--- src/rtl/bounding_box_tracker_if.sv ---
// rtl/bounding_box_tracker_if.sv - pixel mask stream in, published box out
interface bounding_box_tracker_if;
    logic [10:0] hcount_in;
    logic [9:0]  vcount_in;
    logic        data_valid_in;
    logic        mask_in;
    logic        nf_in;
    logic [11:0] box_x_out;
    logic [10:0] box_y_out;
    logic [11:0] box_xmax_out;
    logic [10:0] box_ymax_out;
    logic        box_found_out;
    logic        box_valid_out;

    modport master (
        output hcount_in, vcount_in, data_valid_in, mask_in, nf_in,
        input  box_x_out, box_y_out, box_xmax_out, box_ymax_out, box_found_out, box_valid_out
    );
    modport slave (
        input  hcount_in, vcount_in, data_valid_in, mask_in, nf_in,
        output box_x_out, box_y_out, box_xmax_out, box_ymax_out, box_found_out, box_valid_out
    );
endinterface

--- src/rtl/bounding_box_tracker.sv ---
// rtl/bounding_box_tracker.sv - per-frame min/max extent of mask hits, published at frame end
module bounding_box_tracker #(
    parameter int H_ACTIVE    = 960,
    parameter int V_ACTIVE    = 640,
    parameter int MIN_PIXELS  = 16,
    parameter int COUNT_WIDTH = 20
) (
    input  logic clk_in,
    input  logic rst_n_in,
    bounding_box_tracker_if.slave bus
);
    typedef enum logic [1:0] {WAIT_FRAME, ACCUM, PUBLISH} state_t;

    localparam logic [10:0]            H_LIM   = 11'(H_ACTIVE);
    localparam logic [9:0]             V_LIM   = 10'(V_ACTIVE);
    localparam logic [COUNT_WIDTH-1:0] MIN_CNT = COUNT_WIDTH'(MIN_PIXELS);

    state_t state, state_next;

    logic [11:0] acc_xmin, acc_xmax, snap_xmin, snap_xmax;
    logic [10:0] acc_ymin, acc_ymax, snap_ymin, snap_ymax;
    logic [COUNT_WIDTH-1:0] acc_count, snap_count;

    logic [11:0] nx_xmin, nx_xmax;
    logic [10:0] nx_ymin, nx_ymax;
    logic [COUNT_WIDTH-1:0] nx_count;

    logic hit, collect, take_snapshot, publish;
    logic [11:0] hx;
    logic [10:0] vy;

    assign hx  = {1'b0, bus.hcount_in};
    assign vy  = {1'b0, bus.vcount_in};
    assign hit = bus.data_valid_in & bus.mask_in & (bus.hcount_in < H_LIM) & (bus.vcount_in < V_LIM);

    always_ff @(posedge clk_in) begin
        if (!rst_n_in) state <= WAIT_FRAME;
        else           state <= state_next;
    end

    always_comb begin
        state_next = state;
        case (state)
            WAIT_FRAME: if (bus.nf_in) state_next = ACCUM;
            ACCUM:      if (bus.nf_in) state_next = PUBLISH;
            PUBLISH:    state_next = bus.nf_in ? PUBLISH : ACCUM;
            default:    state_next = WAIT_FRAME;
        endcase
    end

    always_comb begin
        publish       = (state == PUBLISH);
        take_snapshot = bus.nf_in && (state != WAIT_FRAME);
        collect       = hit && ((state != WAIT_FRAME) || bus.nf_in);
    end

    // nf_in restarts the accumulators; a coincident hit seeds the new frame
    always_comb begin
        nx_xmin  = acc_xmin;
        nx_xmax  = acc_xmax;
        nx_ymin  = acc_ymin;
        nx_ymax  = acc_ymax;
        nx_count = acc_count;
        if (bus.nf_in) begin
            nx_xmin  = '0;
            nx_xmax  = '0;
            nx_ymin  = '0;
            nx_ymax  = '0;
            nx_count = '0;
        end
        if (collect) begin
            if (bus.nf_in || acc_count == '0) begin
                nx_xmin  = hx;
                nx_xmax  = hx;
                nx_ymin  = vy;
                nx_ymax  = vy;
                nx_count = COUNT_WIDTH'(1);
            end else begin
                if (hx < acc_xmin) nx_xmin = hx;
                if (hx > acc_xmax) nx_xmax = hx;
                if (vy < acc_ymin) nx_ymin = vy;
                if (vy > acc_ymax) nx_ymax = vy;
                if (acc_count != '1) nx_count = acc_count + COUNT_WIDTH'(1);
            end
        end
    end

    always_ff @(posedge clk_in) begin
        if (!rst_n_in) begin
            acc_xmin   <= '0;
            acc_xmax   <= '0;
            acc_ymin   <= '0;
            acc_ymax   <= '0;
            acc_count  <= '0;
            snap_xmin  <= '0;
            snap_xmax  <= '0;
            snap_ymin  <= '0;
            snap_ymax  <= '0;
            snap_count <= '0;
        end else begin
            acc_xmin  <= nx_xmin;
            acc_xmax  <= nx_xmax;
            acc_ymin  <= nx_ymin;
            acc_ymax  <= nx_ymax;
            acc_count <= nx_count;
            if (take_snapshot) begin
                snap_xmin  <= acc_xmin;
                snap_xmax  <= acc_xmax;
                snap_ymin  <= acc_ymin;
                snap_ymax  <= acc_ymax;
                snap_count <= acc_count;
            end
        end
    end

    // Too few hits: keep the last good box so the display does not jump
    always_ff @(posedge clk_in) begin
        if (!rst_n_in) begin
            bus.box_x_out     <= '0;
            bus.box_y_out     <= '0;
            bus.box_xmax_out  <= '0;
            bus.box_ymax_out  <= '0;
            bus.box_found_out <= 1'b0;
            bus.box_valid_out <= 1'b0;
        end else begin
            bus.box_valid_out <= publish;
            if (publish) begin
                if (snap_count >= MIN_CNT) begin
                    bus.box_x_out     <= snap_xmin;
                    bus.box_y_out     <= snap_ymin;
                    bus.box_xmax_out  <= snap_xmax;
                    bus.box_ymax_out  <= snap_ymax;
                    bus.box_found_out <= 1'b1;
                end else begin
                    bus.box_found_out <= 1'b0;
                end
            end
        end
    end
endmodule

--- src/flat_wrapper.sv ---
// flat-port wrapper written by rule: the top's interface ports become plain ports
module bounding_box_tracker_flat 
#(
    parameter int H_ACTIVE    = 960,
    parameter int V_ACTIVE    = 640,
    parameter int MIN_PIXELS  = 16,
    parameter int COUNT_WIDTH = 20
)
  (clk_in, rst_n_in, bus_hcount_in, bus_vcount_in, bus_data_valid_in, bus_mask_in, bus_nf_in, bus_box_x_out, bus_box_y_out, bus_box_xmax_out, bus_box_ymax_out, bus_box_found_out, bus_box_valid_out);
  bounding_box_tracker_if bus_i ();
  input  logic clk_in;
  input  logic rst_n_in;
  input wire logic [$bits(bus_i.hcount_in)-1:0] bus_hcount_in;
  input wire logic [$bits(bus_i.vcount_in)-1:0] bus_vcount_in;
  input wire logic [$bits(bus_i.data_valid_in)-1:0] bus_data_valid_in;
  input wire logic [$bits(bus_i.mask_in)-1:0] bus_mask_in;
  input wire logic [$bits(bus_i.nf_in)-1:0] bus_nf_in;
  output wire logic [$bits(bus_i.box_x_out)-1:0] bus_box_x_out;
  output wire logic [$bits(bus_i.box_y_out)-1:0] bus_box_y_out;
  output wire logic [$bits(bus_i.box_xmax_out)-1:0] bus_box_xmax_out;
  output wire logic [$bits(bus_i.box_ymax_out)-1:0] bus_box_ymax_out;
  output wire logic [$bits(bus_i.box_found_out)-1:0] bus_box_found_out;
  output wire logic [$bits(bus_i.box_valid_out)-1:0] bus_box_valid_out;
  assign bus_i.hcount_in = bus_hcount_in;
  assign bus_i.vcount_in = bus_vcount_in;
  assign bus_i.data_valid_in = bus_data_valid_in;
  assign bus_i.mask_in = bus_mask_in;
  assign bus_i.nf_in = bus_nf_in;
  assign bus_box_x_out = bus_i.box_x_out;
  assign bus_box_y_out = bus_i.box_y_out;
  assign bus_box_xmax_out = bus_i.box_xmax_out;
  assign bus_box_ymax_out = bus_i.box_ymax_out;
  assign bus_box_found_out = bus_i.box_found_out;
  assign bus_box_valid_out = bus_i.box_valid_out;
  bounding_box_tracker #(.H_ACTIVE(H_ACTIVE), .V_ACTIVE(V_ACTIVE), .MIN_PIXELS(MIN_PIXELS), .COUNT_WIDTH(COUNT_WIDTH)) u_core (.clk_in(clk_in), .rst_n_in(rst_n_in), .bus(bus_i));
endmodule
--- config.mk ---
export PLATFORM = sky130hd
export DESIGN_NAME = bounding_box_tracker_flat
export DESIGN_NICKNAME = d
export VERILOG_FILES = /design/src/rtl/bounding_box_tracker_if.sv /design/src/rtl/bounding_box_tracker.sv /design/src/flat_wrapper.sv
export SDC_FILE = /design/constraint.sdc
export NUM_CORES = 1
export LEC_CHECK = 0
export ABC_CLOCK_PERIOD_IN_PS = 2500
export CAP_MARGIN = 25
export CORE_ASPECT_RATIO = 0.6
export CORE_MARGIN = 3
export CORE_UTILIZATION = 57
export DETAILED_ROUTE_END_ITERATION = 12
export PLACE_DENSITY = 0.78
export SLEW_MARGIN = 25
export SYNTH_ARGS = -nofsm -noshare
export SYNTH_HDL_FRONTEND = slang
export SYNTH_SLANG_ARGS = --single-unit
--- constraint.sdc ---
create_clock -name clk_in -period 2.5 [get_ports clk_in]
set_input_delay 0.25 -clock clk_in [delete_from_list [all_inputs] [get_ports clk_in]]
set_output_delay 0.25 -clock clk_in [all_outputs]
set_load 0.05 [all_outputs]
==> flow_metrics.py <==
metrics = {
    "status": {
        "status": "completed",
    },
    "timing": {
        "final_max_slew_viol_count": 0,
        "period_share_pct": 92.6,
        "hold_slack_ns": 0.452,
        "rsz0062_at_grt": "false",
        "min_period_ns": 2.32,
        "setup_viol": 0,
        "fin_skew_ns": 0.0114,
        "clock.fmax_mhz": 432,
        "worst_pin_slew_ns": 0.631,
        "hold_viol_final": 0,
        "slew_headroom_pct": 57.8,
        "setup-tns-final_ns": 0,
    },
    "routing": {
        "dr.pass1.iters": 5,
        "vias": 7118,
        "wire_per_inst_um": 17.9,
        "vias_per_cell": 5.84,
        "routed_wl_um": 21800,
        "drt_iter0_markers": 962,
        "drc": 0,
        "ant_nets": 0,
    },
    "cts": {
        "ctsRootBufferMaster": "clkbuf_16",
        "insertion_delay_ns": 0.43,
        "cts.path.max_buffers": 2,
        "cts_max_level": 4,
        "cts_sinks": 178,
        "cts_hold_buf": 0,
        "path_clk_slew_ns": 0.07,
        "cts_buffers": 17,
        "cts_tree": "done",
    },
    "pwr": {
        "ir_drop_mv": 0.441,
        "combPwrFrac_pct": 7.6,
        "p_seq_share_pct": 47.9,
        "p_leak_nw": 3.35,
        "pwr-share-clk_pct": 44.5,
        "switching_power_mw": 1.61,
        "p_int_mw": 4.40,
        "switching_share_pct": 26.8,
        "power_density_nw_per_um2": 627,
    },
    "logic_synthesis": {
        "ys_types": 63,
        "synthesis.area_um2": 7840,
        "ys_seq_elements": 178,
        "synth_edf_count": 0,
        "yosys_warnings": 0,
        "ys_seq_area_share_pct": 45.5,
        "synthFlopType": "dfxtp_1",
        "avgSynthCellArea_um2": 8.17,
        "synth_cells": 960,
        "syn_nets": 1028,
        "async_reset_ff_share_pct": 0,
    },
    "finish": {
        "mostFrequentLayoutCells": "nand2_1 (297), dfxtp_1 (178), a21oi_1 (130)",
        "fillers": 1021,
        "drive_gt1_share_pct": 8.68,
        "postLayoutCellArea_um2": 9570,
        "syn_to_final_growth_pct": 22.1,
        "antenna-diode-count": 0,
        "fin_nets": 1103,
        "layout_commonest_cell": "nand2_1",
    },
    "worst_hold_path": {
        "min_from": "u_core.snap_ymax[6]",
        "hold_class": "flip-flop to flip-flop",
        "whs_endpoint": "u_core.bus.box_ymax_out[6]",
        "holdPathStages": 2,
    },
    "die": {
        "die_area_um2": 15200,
        "chipHeight_um": 96.8,
        "rows": 32,
        "core_area_um2": 13100,
        "die_width_um": 157,
        "num_io_pins": 74,
        "start_util_pct": 59.7,
    },
    "worst_setup_path": {
        "critPathRequiredTime_ns": 2.85,
        "cp-end-kind": "flip-flop",
        "r2r-end": "u_core.acc_ymax[1]",
        "crit_arrival_ns": 2.67,
        "path_class": "flip-flop to flip-flop",
        "r2r-start": "u_core.acc_count[1]",
        "critPathMaxFanout": 8,
        "r2r_slack_ns": 0.18,
        "worstRegToRegCells": 10,
        "worst_setup_path_start_kind": "flip-flop",
    },
    "job": {
        "max_cap_viol_count": 0,
    },
    "placement": {
        "dp_hpwl_um": 15500,
        "gp_congestion": 0.885,
        "io_buffers": 73,
        "dpl_cell_area_um2": 8950,
    },
    "grt": {
        "grt_overflow": 0,
        "grt_max_degree": 116,
        "grt_pass1_vias": 6235,
        "grt_pass1_wl_um": 34100,
        "grt_antenna_before_repair": 0,
        "grtUsageTotal_pct": 28.5,
    },
}
-- worst max-delay path by stage --
stage,depth (start not counted),from,endpoint
2_1_floorplan,8,u_core.acc_count[0],u_core.acc_count[15]
3_3_place_gp,8,bus_vcount_in[8],u_core.acc_ymax[9]
3_5_place_dp,8,bus_vcount_in[8],u_core.acc_ymax[9]
4_1_cts,10,u_core.acc_count[1],u_core.acc_ymax[1]
5_1_grt,10,u_core.acc_count[1],u_core.acc_ymax[1]
6_report,10,u_core.acc_count[1],u_core.acc_ymax[1]
-- critical path, stage by stage (launching register included) --
cell	delay (ns)
dfxtp_1	0.33
inv_1	0.06
ha_1	0.16
nor4b_1	0.27
nand4_1	0.21
o41ai_4	0.23
buf_4	0.21
a31oi_1	0.08
nor2_2	0.29
buf_12	0.18
mux2i_1	0.21
-- power groups by stage --
stage               clock, mW  combinational [mW]  sequential [mW]
global route             2.79               0.495             2.88
finish                   2.67               0.455             2.88
CTS                      2.68               0.444             2.88
detailed placement          0               0.440             2.94
global placement            0               0.433             2.94
floorplan                   0               0.264             2.93
-- per-stage QoR --
step                total power, mW  cells  utilization (%)  worst slack (ns)
floorplan                      3.19    960                -             0.523
global placement               3.37   1185             68.1            0.0677
global route                   6.16   1218             72.9            0.0202
CTS                            6.00   1217             72.7             0.123
finish                         6.00   1218             72.9             0.184
detailed placement             3.38   1185             68.1            0.0323
-- metal layers --
metal,track usage (%),vias up,part of all wire [%]
met5,0,-,0
li1,-,3415,-
met4,7.67,0,1.2
met2,34.1,359,36
met1,49.1,3314,50
met3,5.90,30,12
-- state kept, by name, summed over array words and instances (netlist names), 12 cells and up --
name,count
u_core.acc_count,20
u_core.snap_count,16
u_core.acc_xmax,12
u_core.acc_xmin,12
u_core.bus.box_x_out,12
u_core.bus.box_xmax_out,12
u_core.snap_xmax,12
u_core.snap_xmin,12
-- cell usage after synthesis (all sizes together) (4+ instances only) --
master	number	area, um2
o211a	4	40.0
ha	42	526
a211oi	6	50.1
nand2	298	1130
mux2i	38	380
a311oi	9	78.8
a41oi	4	35.0
buf	14	87.6
o21ai	13	65.1
and4	5	43.8
nor3	10	55.1
a31oi	7	43.8
dfxtp	178	3560
nand3	12	60.1
and3	7	43.8
clkbuf	45	171
nand4	10	62.6
inv	47	176
a21oi	130	651
nor4	10	83.8
nor2	25	101
-- final cells by class --
type                    count  area [um2]  share of cell area, %
clock inverters            14         164                   1.71
well taps                 170         213                   2.22
clock buffers              18         439                   4.59
repair buffers            115        1130                   11.8
multi-input cells         676        3880                   40.6
inverters                  47         178                   1.86
flip-flops and latches    178        3560                   37.2
-- what timing repair did --
| action | in CTS | in global routing |
|---|---|---|
| buffers inserted | 0 | 1 |
| gates resized for setup | 0 | 1 |
| endpoints found under the setup margin | 0 | 16 |
-- cell families after synthesis --
| logic type | Yosys count | synth area share, % |
|---|---|---|
| buffers and inverters | 106 | 5.55 |
| XOR/XNOR | 2 | 0.224 |
| AO/OA/AOI/OAI | 195 | 15.0 |
| flip-flops | 178 | 45.5 |
| adder cells (fa/ha/maj) | 42 | 6.70 |
| AND/OR/NAND/NOR | 398 | 22.1 |
| multiplexers | 39 | 5.00 |
Note: power is estimated with default switching activity, not from simulation.
